==> config.mk <==
export PLATFORM = sky130hd
export DESIGN_NAME = ext_mem_ctrl_flat
export DESIGN_NICKNAME = d
export VERILOG_FILES = /design/src/rtl/ext_mem_pkg.sv /design/src/rtl/ext_mem_ctrl_if.sv /design/src/rtl/ext_mem_seq.sv /design/src/rtl/ext_mem_ctrl.sv /design/src/flat_wrapper.sv
export SDC_FILE = /design/constraint.sdc
export NUM_CORES = 1
export LEC_CHECK = 0
export BUFFER_PORTS_ARGS = -buffer_cell sky130_fd_sc_hd__buf_2
export CORE_ASPECT_RATIO = 0.8
export CORE_MARGIN = 3
export CORE_UTILIZATION = 37
export DETAILED_ROUTE_END_ITERATION = 10
export GPL_TIMING_DRIVEN = 0
export MAX_ROUTING_LAYER = met4
export PLACE_DENSITY = 0.9
export SLEW_MARGIN = 20
export SYNTH_ARGS = -nofsm -noshare
export SYNTH_HDL_FRONTEND = slang
export SYNTH_HIERARCHICAL = 1
export SYNTH_SLANG_ARGS = --single-unit
export TNS_END_PERCENT = 50
==> constraint.sdc <==
create_clock -name clock -period 3.7 [get_ports clock]
set_clock_uncertainty 0.2 [all_clocks]
set_input_delay 0.185 -clock clock [delete_from_list [all_inputs] [get_ports clock]]
set_output_delay 0.185 -clock clock [all_outputs]
set_load 0.1 [all_outputs]
==> src/rtl/ext_mem_pkg.sv <==
// Shared constants, helpers and parameter legality check for the external
// SRAM controller (CPU word split into narrow RAM beats).
package ext_mem_pkg;

  // Direction of the current CPU access, taken straight from cpu_rnw.
  typedef enum logic {
    ACC_WRITE = 1'b0,
    ACC_READ  = 1'b1
  } acc_dir_e;

  localparam int CPB_MIN = 2;
  localparam int CPB_MAX = 8;

  // Ceiling log2 with a bounded loop so it stays a clean constant function.
  function automatic int clog2(input int value);
    int r;
    r = 0;
    for (int i = 0; i < 31; i++) begin
      if ((1 << i) < value) r = i + 1;
    end
    return r;
  endfunction

  // Width helper: a counter always needs at least one bit.
  function automatic int clog2_min1(input int value);
    return (clog2(value) < 1) ? 1 : clog2(value);
  endfunction

  // Number of RAM beats per CPU word.
  function automatic int calc_n(input int dsize, input int rsize);
    return dsize / rsize;
  endfunction

  // Width of the beat field appended to the RAM address.
  function automatic int calc_log2n(input int dsize, input int rsize);
    return clog2_min1(calc_n(dsize, rsize));
  endfunction

  // Clock cycles in one complete CPU access.
  function automatic int calc_total(input int dsize, input int rsize,
                                    input int cpb, input int reg_last);
    return calc_n(dsize, rsize) * cpb + reg_last;
  endfunction

  // True when the parameter set describes a buildable controller.
  function automatic bit params_legal(input int dsize, input int rsize,
                                      input int asize, input int rasize,
                                      input int cpb, input int reg_last);
    bit ok;
    ok = 1'b1;
    if (rsize <= 0 || dsize < rsize) ok = 1'b0;
    else if ((dsize % rsize) != 0) ok = 1'b0;
    else begin
      if (rasize <= calc_log2n(dsize, rsize)) ok = 1'b0;
      if (asize < rasize - calc_log2n(dsize, rsize)) ok = 1'b0;
    end
    if (cpb < CPB_MIN || cpb > CPB_MAX) ok = 1'b0;
    if (reg_last != 0 && reg_last != 1) ok = 1'b0;
    return ok;
  endfunction

endpackage

==> src/rtl/ext_mem_ctrl_if.sv <==
// CPU-side and RAM-side signal bundle of the external SRAM controller.
// Handshake: the CPU holds ext_cs_b low (with address, direction and write
// data stable) until it samples cpu_clken high on a rising clock edge; that
// edge completes the access and read data on ext_dout is valid in that same
// clken-high cycle. If ext_cs_b is still low on the following cycle a new
// access begins immediately.
interface ext_mem_ctrl_if #(
  parameter int DSIZE  = 32,
  parameter int RSIZE  = 16,
  parameter int ASIZE  = 20,
  parameter int RASIZE = 18
);
  logic              ext_cs_b;
  logic              cpu_rnw;
  logic              cpu_clken;
  logic [ASIZE-1:0]  cpu_addr;
  logic [DSIZE-1:0]  cpu_dout;
  logic [DSIZE-1:0]  ext_dout;
  logic              ram_cs_b;
  logic              ram_oe_b;
  logic              ram_we_b;
  logic [RASIZE-1:0] ram_addr;
  logic [RSIZE-1:0]  ram_data_in;
  logic [RSIZE-1:0]  ram_data_out;
  logic              ram_data_oe;

  // Environment side: the CPU core plus the SRAM pads.
  modport master (
    output ext_cs_b, cpu_rnw, cpu_addr, cpu_dout, ram_data_in,
    input  cpu_clken, ext_dout, ram_cs_b, ram_oe_b, ram_we_b, ram_addr,
           ram_data_out, ram_data_oe
  );

  // Controller side.
  modport slave (
    input  ext_cs_b, cpu_rnw, cpu_addr, cpu_dout, ram_data_in,
    output cpu_clken, ext_dout, ram_cs_b, ram_oe_b, ram_we_b, ram_addr,
           ram_data_out, ram_data_oe
  );
endinterface

==> src/rtl/ext_mem_seq.sv <==
// Access sequencer: cycle/phase/beat counters and the flop-driven RAM write
// strobe. The counters are exported so checkers can observe the sequence.
module ext_mem_seq
  import ext_mem_pkg::*;
#(
  parameter int N        = 2,
  parameter int CPB      = 2,
  parameter int REG_LAST = 0,
  parameter int BW       = 1,
  localparam int PW      = clog2_min1(CPB),
  localparam int CW      = clog2_min1(N * CPB + REG_LAST)
) (
  input  logic          clock_i,
  input  logic          reset_b_i,
  input  logic          ext_cs_b_i,
  input  logic          cpu_rnw_i,
  output logic [BW-1:0] beat_o,
  output logic [PW-1:0] phase_o,
  output logic [CW-1:0] cycle_o,
  output logic          last_cycle_o,
  output logic          beat_end_o,
  output logic          ram_we_b_o
);

  localparam int TOTAL       = N * CPB + REG_LAST;
  localparam int DATA_CYCLES = N * CPB;
  localparam logic [CW-1:0] LAST_C      = CW'(TOTAL - 1);
  localparam logic [CW-1:0] DATA_LAST_C = CW'(DATA_CYCLES - 1);
  localparam logic [PW-1:0] PHASE_LAST  = PW'(CPB - 1);
  localparam logic          HAS_EXTRA   = (REG_LAST != 0);

  logic [CW-1:0] cycle_q, cycle_d;
  logic [PW-1:0] phase_q, phase_d;
  logic [BW-1:0] beat_q, beat_d;
  logic          we_b_q, we_b_d;
  logic          active;
  logic          extra_d;
  logic          extra_q;

  // Next-state for the counters: run while selected or mid-access, hold
  // phase/beat through the registered-read extra cycle.
  always_comb begin
    active  = !ext_cs_b_i || (cycle_q != '0);
    cycle_d = cycle_q;
    phase_d = phase_q;
    beat_d  = beat_q;
    if (active) begin
      if (cycle_q == LAST_C) begin
        cycle_d = '0;
        phase_d = '0;
        beat_d  = '0;
      end else begin
        cycle_d = cycle_q + 1'b1;
        if (cycle_q != DATA_LAST_C) begin
          if (phase_q == PHASE_LAST) begin
            phase_d = '0;
            beat_d  = beat_q + 1'b1;
          end else begin
            phase_d = phase_q + 1'b1;
          end
        end
      end
    end
  end

  // Write strobe is decided one cycle ahead so it can come straight from a
  // flop: low for every non-setup phase of a write beat, never in the extra
  // read cycle, and high as soon as the CPU is not selecting a write.
  always_comb begin
    extra_d = HAS_EXTRA && (cycle_d == LAST_C);
    we_b_d  = !(!ext_cs_b_i && !cpu_rnw_i && (phase_d != '0) && !extra_d);
  end

  // Counter and strobe registers; reset abandons any access in flight.
  always_ff @(posedge clock_i) begin
    if (!reset_b_i) begin
      cycle_q <= '0;
      phase_q <= '0;
      beat_q  <= '0;
      we_b_q  <= 1'b1;
    end else begin
      cycle_q <= cycle_d;
      phase_q <= phase_d;
      beat_q  <= beat_d;
      we_b_q  <= we_b_d;
    end
  end

  // Observable state and per-cycle qualifiers for the datapath.
  always_comb begin
    extra_q      = HAS_EXTRA && (cycle_q == LAST_C);
    beat_o       = beat_q;
    phase_o      = phase_q;
    cycle_o      = cycle_q;
    last_cycle_o = (cycle_q == LAST_C);
    beat_end_o   = active && (phase_q == PHASE_LAST) && !extra_q;
    ram_we_b_o   = we_b_q;
  end

endmodule

==> src/rtl/ext_mem_ctrl.sv <==
// External SRAM controller: splits one CPU word access into N narrow RAM
// beats (least-significant first), stalls the CPU until the final cycle and
// assembles read data from per-beat lanes.
module ext_mem_ctrl
  import ext_mem_pkg::*;
#(
  parameter int DSIZE    = 32,
  parameter int RSIZE    = 16,
  parameter int ASIZE    = 20,
  parameter int RASIZE   = 18,
  parameter int CPB      = 2,
  parameter int REG_LAST = 0
) (
  input  logic           clock,
  input  logic           reset_b,
  ext_mem_ctrl_if.slave  bus
);

  localparam int N     = calc_n(DSIZE, RSIZE);
  localparam int LOG2N = calc_log2n(DSIZE, RSIZE);
  localparam int TOTAL = calc_total(DSIZE, RSIZE, CPB, REG_LAST);
  localparam int PW    = clog2_min1(CPB);
  localparam int CW    = clog2_min1(TOTAL);
  localparam logic [LOG2N-1:0] BEAT_LAST = LOG2N'(N - 1);

  if (!params_legal(DSIZE, RSIZE, ASIZE, RASIZE, CPB, REG_LAST)) begin : g_param_check
    $error("ext_mem_ctrl: illegal DSIZE/RSIZE/ASIZE/RASIZE/CPB/REG_LAST combination");
  end

  logic [LOG2N-1:0] beat;
  logic [PW-1:0]    phase;
  logic [CW-1:0]    cycle;
  logic             last_cycle;
  logic             beat_end;
  logic             we_b;
  logic             capture;
  acc_dir_e         dir;
  logic [RSIZE-1:0] lane_q [N];
  logic [DSIZE-1:0] rdata;
  logic [RSIZE-1:0] wdata;
  logic             unused_bits;

  ext_mem_seq #(
    .N        (N),
    .CPB      (CPB),
    .REG_LAST (REG_LAST),
    .BW       (LOG2N)
  ) u_seq (
    .clock_i      (clock),
    .reset_b_i    (reset_b),
    .ext_cs_b_i   (bus.ext_cs_b),
    .cpu_rnw_i    (bus.cpu_rnw),
    .beat_o       (beat),
    .phase_o      (phase),
    .cycle_o      (cycle),
    .last_cycle_o (last_cycle),
    .beat_end_o   (beat_end),
    .ram_we_b_o   (we_b)
  );

  // Upper CPU address bits are outside the RAM; phase/cycle are only exported
  // for observation.
  assign unused_bits = ^{bus.cpu_addr, phase, cycle};

  assign dir = acc_dir_e'(bus.cpu_rnw);

  // Stall until the final cycle; during reset the enable tracks ext_cs_b.
  assign bus.cpu_clken   = bus.ext_cs_b | (reset_b & last_cycle);
  assign bus.ram_cs_b    = bus.ext_cs_b;
  assign bus.ram_oe_b    = !bus.cpu_rnw;
  assign bus.ram_data_oe = !bus.cpu_rnw && !bus.ext_cs_b;
  assign bus.ram_we_b    = we_b;

  // RAM address: CPU word address with the beat number as the low field.
  if (N == 1) begin : g_addr_single
    assign bus.ram_addr = bus.cpu_addr[RASIZE-1:0];
  end else begin : g_addr_multi
    assign bus.ram_addr = {bus.cpu_addr[RASIZE-LOG2N-1:0], beat};
  end

  // Select the write-data slice belonging to the current beat.
  always_comb begin
    wdata = '0;
    for (int i = 0; i < N; i++) begin
      if (beat == LOG2N'(i)) wdata = bus.cpu_dout[i*RSIZE +: RSIZE];
    end
  end
  assign bus.ram_data_out = wdata;

  // Capture on the last phase of each read beat; the final beat is only
  // registered when the read path is fully registered.
  assign capture = beat_end && (dir == ACC_READ) && !bus.ext_cs_b &&
                   ((REG_LAST != 0) || (beat != BEAT_LAST));

  // Read lanes hold their contents between accesses.
  always_ff @(posedge clock) begin
    if (!reset_b) begin
      for (int i = 0; i < N; i++) lane_q[i] <= '0;
    end else if (capture) begin
      lane_q[beat] <= bus.ram_data_in;
    end
  end

  // Assemble the CPU read word; the top slice bypasses the lanes unless the
  // final beat is registered.
  always_comb begin
    rdata = '0;
    for (int i = 0; i < N - 1; i++) rdata[i*RSIZE +: RSIZE] = lane_q[i];
    rdata[(N-1)*RSIZE +: RSIZE] = (REG_LAST != 0) ? lane_q[N-1] : bus.ram_data_in;
  end
  assign bus.ext_dout = rdata;

endmodule
==> src/flat_wrapper.sv <==
// flat-port wrapper written by rule: the top's interface ports become plain ports
module ext_mem_ctrl_flat import ext_mem_pkg::*;
#(
  parameter int DSIZE    = 32,
  parameter int RSIZE    = 16,
  parameter int ASIZE    = 20,
  parameter int RASIZE   = 18,
  parameter int CPB      = 2,
  parameter int REG_LAST = 0
)
  (clock, reset_b, bus_ext_cs_b, bus_cpu_rnw, bus_cpu_addr, bus_cpu_dout, bus_ram_data_in, bus_cpu_clken, bus_ext_dout, bus_ram_cs_b, bus_ram_oe_b, bus_ram_we_b, bus_ram_addr, bus_ram_data_out, bus_ram_data_oe);
  ext_mem_ctrl_if #(.DSIZE(DSIZE), .RSIZE(RSIZE), .ASIZE(ASIZE), .RASIZE(RASIZE)) bus_i ();
  input  logic clock;
  input  logic reset_b;
  input wire logic [$bits(bus_i.ext_cs_b)-1:0] bus_ext_cs_b;
  input wire logic [$bits(bus_i.cpu_rnw)-1:0] bus_cpu_rnw;
  input wire logic [$bits(bus_i.cpu_addr)-1:0] bus_cpu_addr;
  input wire logic [$bits(bus_i.cpu_dout)-1:0] bus_cpu_dout;
  input wire logic [$bits(bus_i.ram_data_in)-1:0] bus_ram_data_in;
  output wire logic [$bits(bus_i.cpu_clken)-1:0] bus_cpu_clken;
  output wire logic [$bits(bus_i.ext_dout)-1:0] bus_ext_dout;
  output wire logic [$bits(bus_i.ram_cs_b)-1:0] bus_ram_cs_b;
  output wire logic [$bits(bus_i.ram_oe_b)-1:0] bus_ram_oe_b;
  output wire logic [$bits(bus_i.ram_we_b)-1:0] bus_ram_we_b;
  output wire logic [$bits(bus_i.ram_addr)-1:0] bus_ram_addr;
  output wire logic [$bits(bus_i.ram_data_out)-1:0] bus_ram_data_out;
  output wire logic [$bits(bus_i.ram_data_oe)-1:0] bus_ram_data_oe;
  assign bus_i.ext_cs_b = bus_ext_cs_b;
  assign bus_i.cpu_rnw = bus_cpu_rnw;
  assign bus_i.cpu_addr = bus_cpu_addr;
  assign bus_i.cpu_dout = bus_cpu_dout;
  assign bus_i.ram_data_in = bus_ram_data_in;
  assign bus_cpu_clken = bus_i.cpu_clken;
  assign bus_ext_dout = bus_i.ext_dout;
  assign bus_ram_cs_b = bus_i.ram_cs_b;
  assign bus_ram_oe_b = bus_i.ram_oe_b;
  assign bus_ram_we_b = bus_i.ram_we_b;
  assign bus_ram_addr = bus_i.ram_addr;
  assign bus_ram_data_out = bus_i.ram_data_out;
  assign bus_ram_data_oe = bus_i.ram_data_oe;
  ext_mem_ctrl #(.DSIZE(DSIZE), .RSIZE(RSIZE), .ASIZE(ASIZE), .RASIZE(RASIZE), .CPB(CPB), .REG_LAST(REG_LAST)) u_core (.clock(clock), .reset_b(reset_b), .bus(bus_i));
endmodule
==> metrics.md, run 1 <==
| Metric | Value |
|---|---|
| Ys flop type | `edfxtp_1` |
| Run status | `finished clean` |
| Share of the synthesized area in the top cell type | `35.96%` |
| Number of H-tree levels | `1` |
| DR vias/cell | `~4.6` |
| Synth Instances | `120` |
| Fin Setup TNS | `0 ns` |
| Sequential area share after synthesis | `~43%` |
| Max Freq | `0.4114 GHz` |
| Root Driver | `clkbuf_8` |
| Crit path DAT | `2.11 ns` |
| GR Layer Usage met2 | `29.17%` |
| Full die area | `4373 µm²` |
| Busiest grt layer | `met2` |
| Worst setup SP type | `flop` |
| Critical path type | `reg -> reg` |
| Post-synth top cells | `buf_4 (35), and3_1 (16), edfxtp_1 (16), mux2_2 (16), dfxtp_1 (5)` |
| GR Overflow Total | `0` |
| Yosys warnings | `6` |
| Crit end category | `flop` |
| Maxcap violations | `0` |
| VDD IR max | `approximately 0.00037 V` |
| First-pass GRT wire length | `5437 µm` |
| CTS tree | `built` |
| Synthesized area per cell | `11.14 µm²` |
| Most frequent cell after synthesis | `buf_4` |
| CTS sink cnt | `21` |
| Static Leak | `1.168 nW` |
| Setup WS pre-CTS | `around 1.3 ns` |
| Placeable Area | `around 3300 µm²` |
| Final period util | `65.70%` |
| Number of global-route vias before repair | `1252` |
| Antenna-violating nets left | `0` |
| Initial core utilization | `40.92%` |
| Avg WL per Cell | `13.16 µm` |
| Crit path time final | `2.431 ns` |
| Hold WS | `0.06322 ns` |
| CP required | `3.38 ns` |
| Max Slew Vio Count | `0` |
| Via count | `1330` |
| I/O Buffers | `122` |
| Die height | `approximately 60 µm` |
| Yosys cell types | `24` |
| Drt total wl | `about 3800 µm` |
| PD cells | `roughly 540 nW/µm²` |
| Final RePlAce weighted congestion | `0.6901` |
| Initial antenna violation count | `0` |
| Largest net degree at the start of global routing | `17` |
| Diode count | `0` |
| Yosys top cell by area | `edfxtp_1` |
| Hpwl dp | `3278 µm` |
| Top cells by area, synth | `edfxtp_1 (36%), buf_4 (20%), mux2_2 (13%), and3_1 (7.5%), dfxtp_1 (7.5%)` |
| CTS buffer count | `3` |
| Die Width | `73.19 µm` |
| Yosys reg bits | `21` |
| DRT Pass-1 Iters | `4` |
| Drc violations | `0` |
| Net Count, Synth | `between 150 and 200` |
| Max-Slew Margin vs Limit | `about 53%` |
| HP Class | `in -> reg` |
| Post-Syn Area | `1336 µm²` |
| Async SR Flop Fraction | `0%` |
| Placed Area | `1997 µm²` |
| Fin worst setup slack | `1.269 ns` |
| Met1 GRT Util | `a little under a fifth` |
| Area occupied by registers | `between 500 and 600 µm²` |
| Final hold viol count | `0` |
| # nets final | `323` |
| Violation count after the first detailed-routing iteration | `79` |
| # setup viols final | `0` |
| Number of I/O pins | `approximately 140` |
| Longest Clk Path Bufs | `2` |
| Slew @ Worst Pin | `~0.70 ns` |
| Crit-path max FO | `16` |
| Final instance area | `around 2100 µm²` |
| Clk slew on worst S/H paths | `0.07 ns` |
| # rows | `18` |
| Global routing usage on met3 | `3.193%` |
| Number of synthesized flops with an enable pin | `16` |
| RSZ-0062 raised after global routing | `no` |
| Clock latency on the worst-skew pair | `0.25 ns` |
| Area growth syn-to-layout | `54.40%` |
| Number of fill cells in the layout | `278` |
| Fraction of layout cells with a size suffix above 1 | `about three quarters` |
| GR Util All Layers | `16.20%` |
| Multi-input gate area | `442.9 µm²` |
## where the power goes
group          internal [W]  leakage (nW)  switching (W)
Combinational      0.000147         0.935       0.000535
Clock             0.0000746        0.0255      0.0000656
Sequential         0.000275         0.207      0.0000113
## final timing paths
kind	start	to	slack (ns)	depth (start not counted)
max	u_core/u_seq/cycle_o[0]	u_core/lane_q[0][14]	1.27	6
min	bus_ram_data_in[2]	u_core/lane_q[0][2]	0.06	2
max reg2reg	u_core/u_seq/cycle_o[0]	u_core/lane_q[0][14]	1.27	6
min reg2reg	u_core/u_seq/cycle_o[1]	u_core/u_seq/cycle_o[1]	0.29	2
## worst max-delay path, stage by stage (launching register included)
cell	delay, ns
dfxtp_1	0.38
inv_1	0.06
ha_1	0.20
buf_6	0.13
a21boi_0	0.15
and4bb_1	0.34
nand2b_1	0.60
## registers in the layout, summed over array words and instances (netlist names)
register,flops
u_core/u_seq/cycle_o,2
u_core/u_seq/ram_we_b_o,1
u_core/u_seq/beat_o,1
u_core/lane_q,16
u_core/u_seq/phase_o,1
## cell usage in the layout, fill, tap and decap left out, drive strengths merged, types with 2 or more instances in the layout
master and count:
ha 2, a21oi 4, inv 4, nand3 3, clkbuf 4, a211o 2, buf 162, dfxtp 5
mux2 16, edfxtp 16, dlygate4sd3 2, and3 16
## stage by stage
stage                     utilization, %   power, W  instances
after floorplan                        -  0.0008747        120
after CTS                          63.18   0.001114        288
after global placement             61.15  0.0009648        282
after detailed placement           61.15  0.0009731        282
after global routing               63.18   0.001149        288
final                              63.18   0.001108        288
## routing by layer
metal | up-vias | share of wire, % | routed length [µm]
met5 | - | 0 | 0
met4 | 0 | 0.32 | 12
met3 | 2 | 13 | 481
met2 | 94 | 52 | 1965
met1 | 589 | 35 | 1330
li1 | 645 | - | -
## kinds of logic (layout without fill, tap and decap cells)
| logic type | after synthesis | after routing | synth area share (%) |
|---|---|---|---|
| adder cells (fa/ha/maj) | 2 | 2 | 1.872 |
| AO/OA/AOI/OAI | 11 | 11 | 6.087 |
| buffers and inverters | 45 | 173 | 23.41 |
| multiplexers | 16 | 16 | 13.48 |
| AND/OR/NAND/NOR | 25 | 25 | 11.70 |
| flip-flops | 21 | 21 | 43.45 |
## timing repair
item,CTS,global route
hold buffers,2,0
hold endpoints to repair,1,0
buffers inserted,0,0
resized for setup,0,0
endpoints found under the setup margin,0,0
## layout make-up
| cell class | instances | share of cell area, % |
|---|---|---|
| multi-input cells | 54 | 21.47 |
| repair buffers | 124 | 30.56 |
| flip-flops and latches | 21 | 28.14 |
| plain buffers | 41 | 14.43 |
| well taps | 40 | 2.426 |
| clock inverters | 1 | 0.2426 |
| clock buffers | 3 | 2.001 |
| inverters | 4 | 0.7277 |
No activity file was read; power rests on OpenSTA's default activity.
==> run 2: changes to the inputs <==
--- a/config.mk
+++ b/config.mk
@@ -5,14 +5,15 @@
 export SDC_FILE = /design/constraint.sdc
 export NUM_CORES = 1
 export LEC_CHECK = 0
+export ABC_AREA = 1
 export BUFFER_PORTS_ARGS = -buffer_cell sky130_fd_sc_hd__buf_2
 export CORE_ASPECT_RATIO = 0.8
 export CORE_MARGIN = 3
-export CORE_UTILIZATION = 37
+export CORE_UTILIZATION = 36
 export DETAILED_ROUTE_END_ITERATION = 10
 export GPL_TIMING_DRIVEN = 0
 export MAX_ROUTING_LAYER = met4
-export PLACE_DENSITY = 0.9
+export PLACE_DENSITY = 0.85
 export SLEW_MARGIN = 20
 export SYNTH_ARGS = -nofsm -noshare
 export SYNTH_HDL_FRONTEND = slang
==> constraint.sdc (replaced) <==
create_clock -name clock -period 2.5 [get_ports clock]
set_clock_uncertainty 0.2 [all_clocks]
set_input_delay 0.125 -clock clock [delete_from_list [all_inputs] [get_ports clock]]
set_output_delay 0.125 -clock clock [all_outputs]
set_load 0.1 [all_outputs]
==> run 2 against run 1 <==
Compared with the run above: die area rose by 11%; non-clock buffer count fell by 1; worst setup slack got worse by 0.95 ns; synthesized area rose by 9.1%; highest routed layer unchanged.
==> metrics.md, run 2 <==
| Metric | Value |
|---|---|
| Die Width | `77.14 µm (+5.4%)` |
| Diode count | `0 (unchanged)` |
| Clock latency on the worst-skew pair | `0.25 ns (about the same)` |
| Longest Clk Path Bufs | `2 (unchanged)` |
| Clk slew on worst S/H paths | `0.07 ns (about the same)` |
| Avg WL per Cell | `10.17 µm (-23%)` |
| Violation count after the first detailed-routing iteration | `43 (-46%)` |
| Number of synthesized flops with an enable pin | `16 (unchanged)` |
| Worst setup SP type | `flop` |
| Root Driver | `clkbuf_8` |
| Slew @ Worst Pin | `0.5423 ns (-0.1554 ns)` |
| Max FFs per register | `16 (unchanged)` |
| CTS tree | `built` |
| GR Overflow Total | `0 (unchanged)` |
| Synth Instances | `179 (+49%)` |
| Yosys cell types | `22 (-8.3%)` |
| Maxcap violations | `0 (unchanged)` |
| First-pass GRT wire length | `5927 µm (+9.0%)` |
| Final hold viol count | `0 (unchanged)` |
| Net Count, Synth | `253 (+30%)` |
| Max Freq | `0.4577 GHz (+11%)` |
| RSZ-0062 raised after global routing | `no` |
| Fin Setup TNS | `0 ns (unchanged)` |
| Area growth syn-to-layout | `51.85%` |
| Yosys reg bits | `21 (unchanged)` |
| Placeable Area | `3854 µm² (+18%)` |
| Number of I/O pins | `143 (unchanged)` |
| Ys flop type | `edfxtp_1` |
| Largest stage delay, worst path | `0.50 ns (-0.10 ns)` |
| GR Util All Layers | `15.17% (-1.0 points)` |
| Yosys warnings | `6 (unchanged)` |
| I/O Buffers | `122 (unchanged)` |
| Setup WS pre-CTS | `0.09568 ns (-1.183 ns)` |
| # nets final | `382 (+18%)` |
| Commonest non-fill, non-tap cell in the layout | `buf_2` |
| CTS sink cnt | `21 (unchanged)` |
| Fin worst setup slack | `0.3154 ns (-0.9539 ns)` |
| Most frequent cell after synthesis | `nand2_1` |
| PD cells | `834.2 nW/µm² (+55%)` |
| Synthesized area per cell | `8.143 µm² (-27%)` |
| Sequential area share after synthesis | `39.83% (-3.6 points)` |
| Via count | `1473 (+11%)` |
| Crit path DAT | `1.88 ns (-0.23 ns)` |
| Initial core utilization | `37.82% (-3.1 points)` |
| Post-synth top cells | `nand2_1 (54), buf_4 (35), inv_1 (23), edfxtp_1 (16), nor3_2 (10)` |
| # rows | `20 (+2)` |
| Critical path type | `reg -> reg` |
| # setup viols final | `0 (unchanged)` |
| Run status | `finished clean` |
| Crit end category | `flop` |
| Drc violations | `0 (unchanged)` |
| Crit path time final | `2.185 ns (-0.2461 ns)` |
| DR vias/cell | `4.069 (-12%)` |
| Largest register by flop count | `u_core/lane_q` |
| Final RePlAce weighted congestion | `0.7942 (+15%)` |
| Static Leak | `1.279 nW (+9.5%)` |
| Hpwl dp | `3109 µm (-5.1%)` |
| Post-Syn Area | `1458 µm² (+9.1%)` |
| Utilization after layout | `57.44% (-5.7 points)` |
| Max Slew Vio Count | `0 (unchanged)` |
| Largest net degree at the start of global routing | `17 (unchanged)` |
| Slowest cell on crit path | `o21ai_4` |
| Number of fill cells in the layout | `380 (+37%)` |
| Initial antenna violation count | `0 (unchanged)` |
| Yosys top cell by area | `edfxtp_1` |
| Crit-path max FO | `16 (unchanged)` |
| Fraction of layout cells with a size suffix above 1 | `60.26% (-14 points)` |
| Full die area | `4853 µm² (+11%)` |
| Drt total wl | `3681 µm (-2.9%)` |
| Async SR Flop Fraction | `0% (unchanged)` |
| Max-Slew Margin vs Limit | `63.71% (+10 points)` |
| Worst Path Buf+Inv | `2 (unchanged)` |
| Die height | `62.92 µm (+5.3%)` |
| Top cells by area, synth | `edfxtp_1 (33%), buf_4 (18%), nand2_1 (14%), dfxtp_1 (6.9%), nor3_2 (6.9%)` |
| Final period util | `87.39% (+22 points)` |
| Number of global-route vias before repair | `1365 (+9.0%)` |
| Number of H-tree levels | `1 (unchanged)` |
| Crit path max-delay family | `compound AO/OA/AOI/OAI gates` |
| Post-CTS Setup Bufs | `0 (unchanged)` |
| CTS buffer count | `3 (unchanged)` |
| Antenna-violating nets left | `0 (unchanged)` |
| VDD IR max | `0.0005013 V (+36%)` |
| Most frequent cells in the layout | `buf_2 (125), nand2_1 (54), buf_4 (35), inv_1 (23), edfxtp_1 (16)` |
| Critical path cell sequence | `inv_1 > ha_1 > nand2_4 > inv_2 > nor2_1 > nand3_2 > o21ai_4` |
| HP Class | `in -> reg` |
| DRT Pass-1 Iters | `4 (unchanged)` |
| CP required | `2.19 ns (-1.19 ns)` |
| Share of the synthesized area in the top cell type | `32.96% (-3.0 points)` |
run 2: cell count changes in the layout (fill, tap and decap cells not counted), sizes merged, moves of 2 or more:
| cell | before | now |
|---|---|---|
| nor2 | 1 | 7 |
| inv | 4 | 25 |
| a21oi | 4 | 2 |
| nor3 | 0 | 16 |
| a211o | 2 | 0 |
| nand2 | 1 | 58 |
| mux2 | 16 | 0 |
| and3 | 16 | 0 |
| o21ai | 0 | 3 |
run 2: cells by family (layout without fill, tap and decap cells):
family | after synthesis | count (layout) | synth area share, %
buffers and inverters | 66 | 194 | 27.64
AND/OR/NAND/NOR | 85 | 85 | 28.84
flip-flops | 21 | 21 | 39.83
AO/OA/AOI/OAI | 5 | 5 | 1.974
adder cells (fa/ha/maj) | 2 | 2 | 1.716
run 2: worst reg2reg max path: stages (launching register included):
cell,delay [ns]
dfxtp_1,0.35
inv_1,0.06
ha_1,0.22
nand2_4,0.11
inv_2,0.06
nor2_1,0.11
nand3_2,0.20
o21ai_4,0.50
run 2: through the flow:
| stage | instances | total power (W) | area (µm²) | hold WS [ns] |
|---|---|---|---|---|
| 2_1_floorplan | 179 | 0.001467 | 1458 | 0.01867 |
| 3_3_place_gp | 356 | 0.001631 | 2137 | 0.2018 |
| 3_5_place_dp | 356 | 0.001643 | 2141 | 0.2104 |
| 4_1_cts | 362 | 0.001862 | 2206 | 0.003701 |
| 5_1_grt | 362 | 0.001938 | 2213 | 0.01356 |
| 6_report | 362 | 0.001846 | 2213 | 0.007290 |
run 2: worst paths after layout:
| check | from | depth (start not counted) | slack (ns) | endpoint |
|---|---|---|---|---|
| max | u_core/u_seq/cycle_o[0] | 7 | 0.32 | u_core/lane_q[0][14] |
| min | bus_ext_cs_b | 3 | 0.007 | u_core/u_seq/phase_o |
| max reg2reg | u_core/u_seq/cycle_o[0] | 7 | 0.32 | u_core/lane_q[0][14] |
| min reg2reg | u_core/u_seq/cycle_o[1] | 2 | 0.33 | u_core/u_seq/cycle_o[1] |
run 2: metal layers:
layer | wire length (µm) | part of all wire (%) | global-route usage (%) | vias to the layer above
met3 | 313 | 8.5 | 5.187 | 2
met2 | 1969 | 53 | 28.56 | 53
met5 | 0 | 0 | - | -
li1 | - | - | - | 777
met4 | 12 | 0.33 | 1.333 | 0
met1 | 1386 | 38 | 15.81 | 641
run 2: power breakdown:
part | total [W] | switching (W) | leakage (nW) | internal [W]
logic | 0.00121 | 0.000993 | 1.05 | 0.000217
clock network | 0.000212 | 0.0000989 | 0.0228 | 0.000113
registers | 0.000425 | 0.0000160 | 0.207 | 0.000409
run 2: area by class of cell:
type                    count  area, µm²  share of cell area [%]
inverters                  26      102.6                   4.635
clock buffers               4      45.04                   2.035
well taps                  55      68.82                   3.109
plain buffers              40      300.3                   13.57
multi-input cells          92      485.5                   21.93
repair buffers            124      630.6                   28.49
flip-flops and latches     21      580.6                   26.23
run 2: repair_timing:
item | 4_1_cts | 5_1_grt
endpoints found under the setup margin | 0 | 16
hold buffers | 2 | 0
endpoints found under the hold margin | 5 | 0
resized for setup | 0 | 1
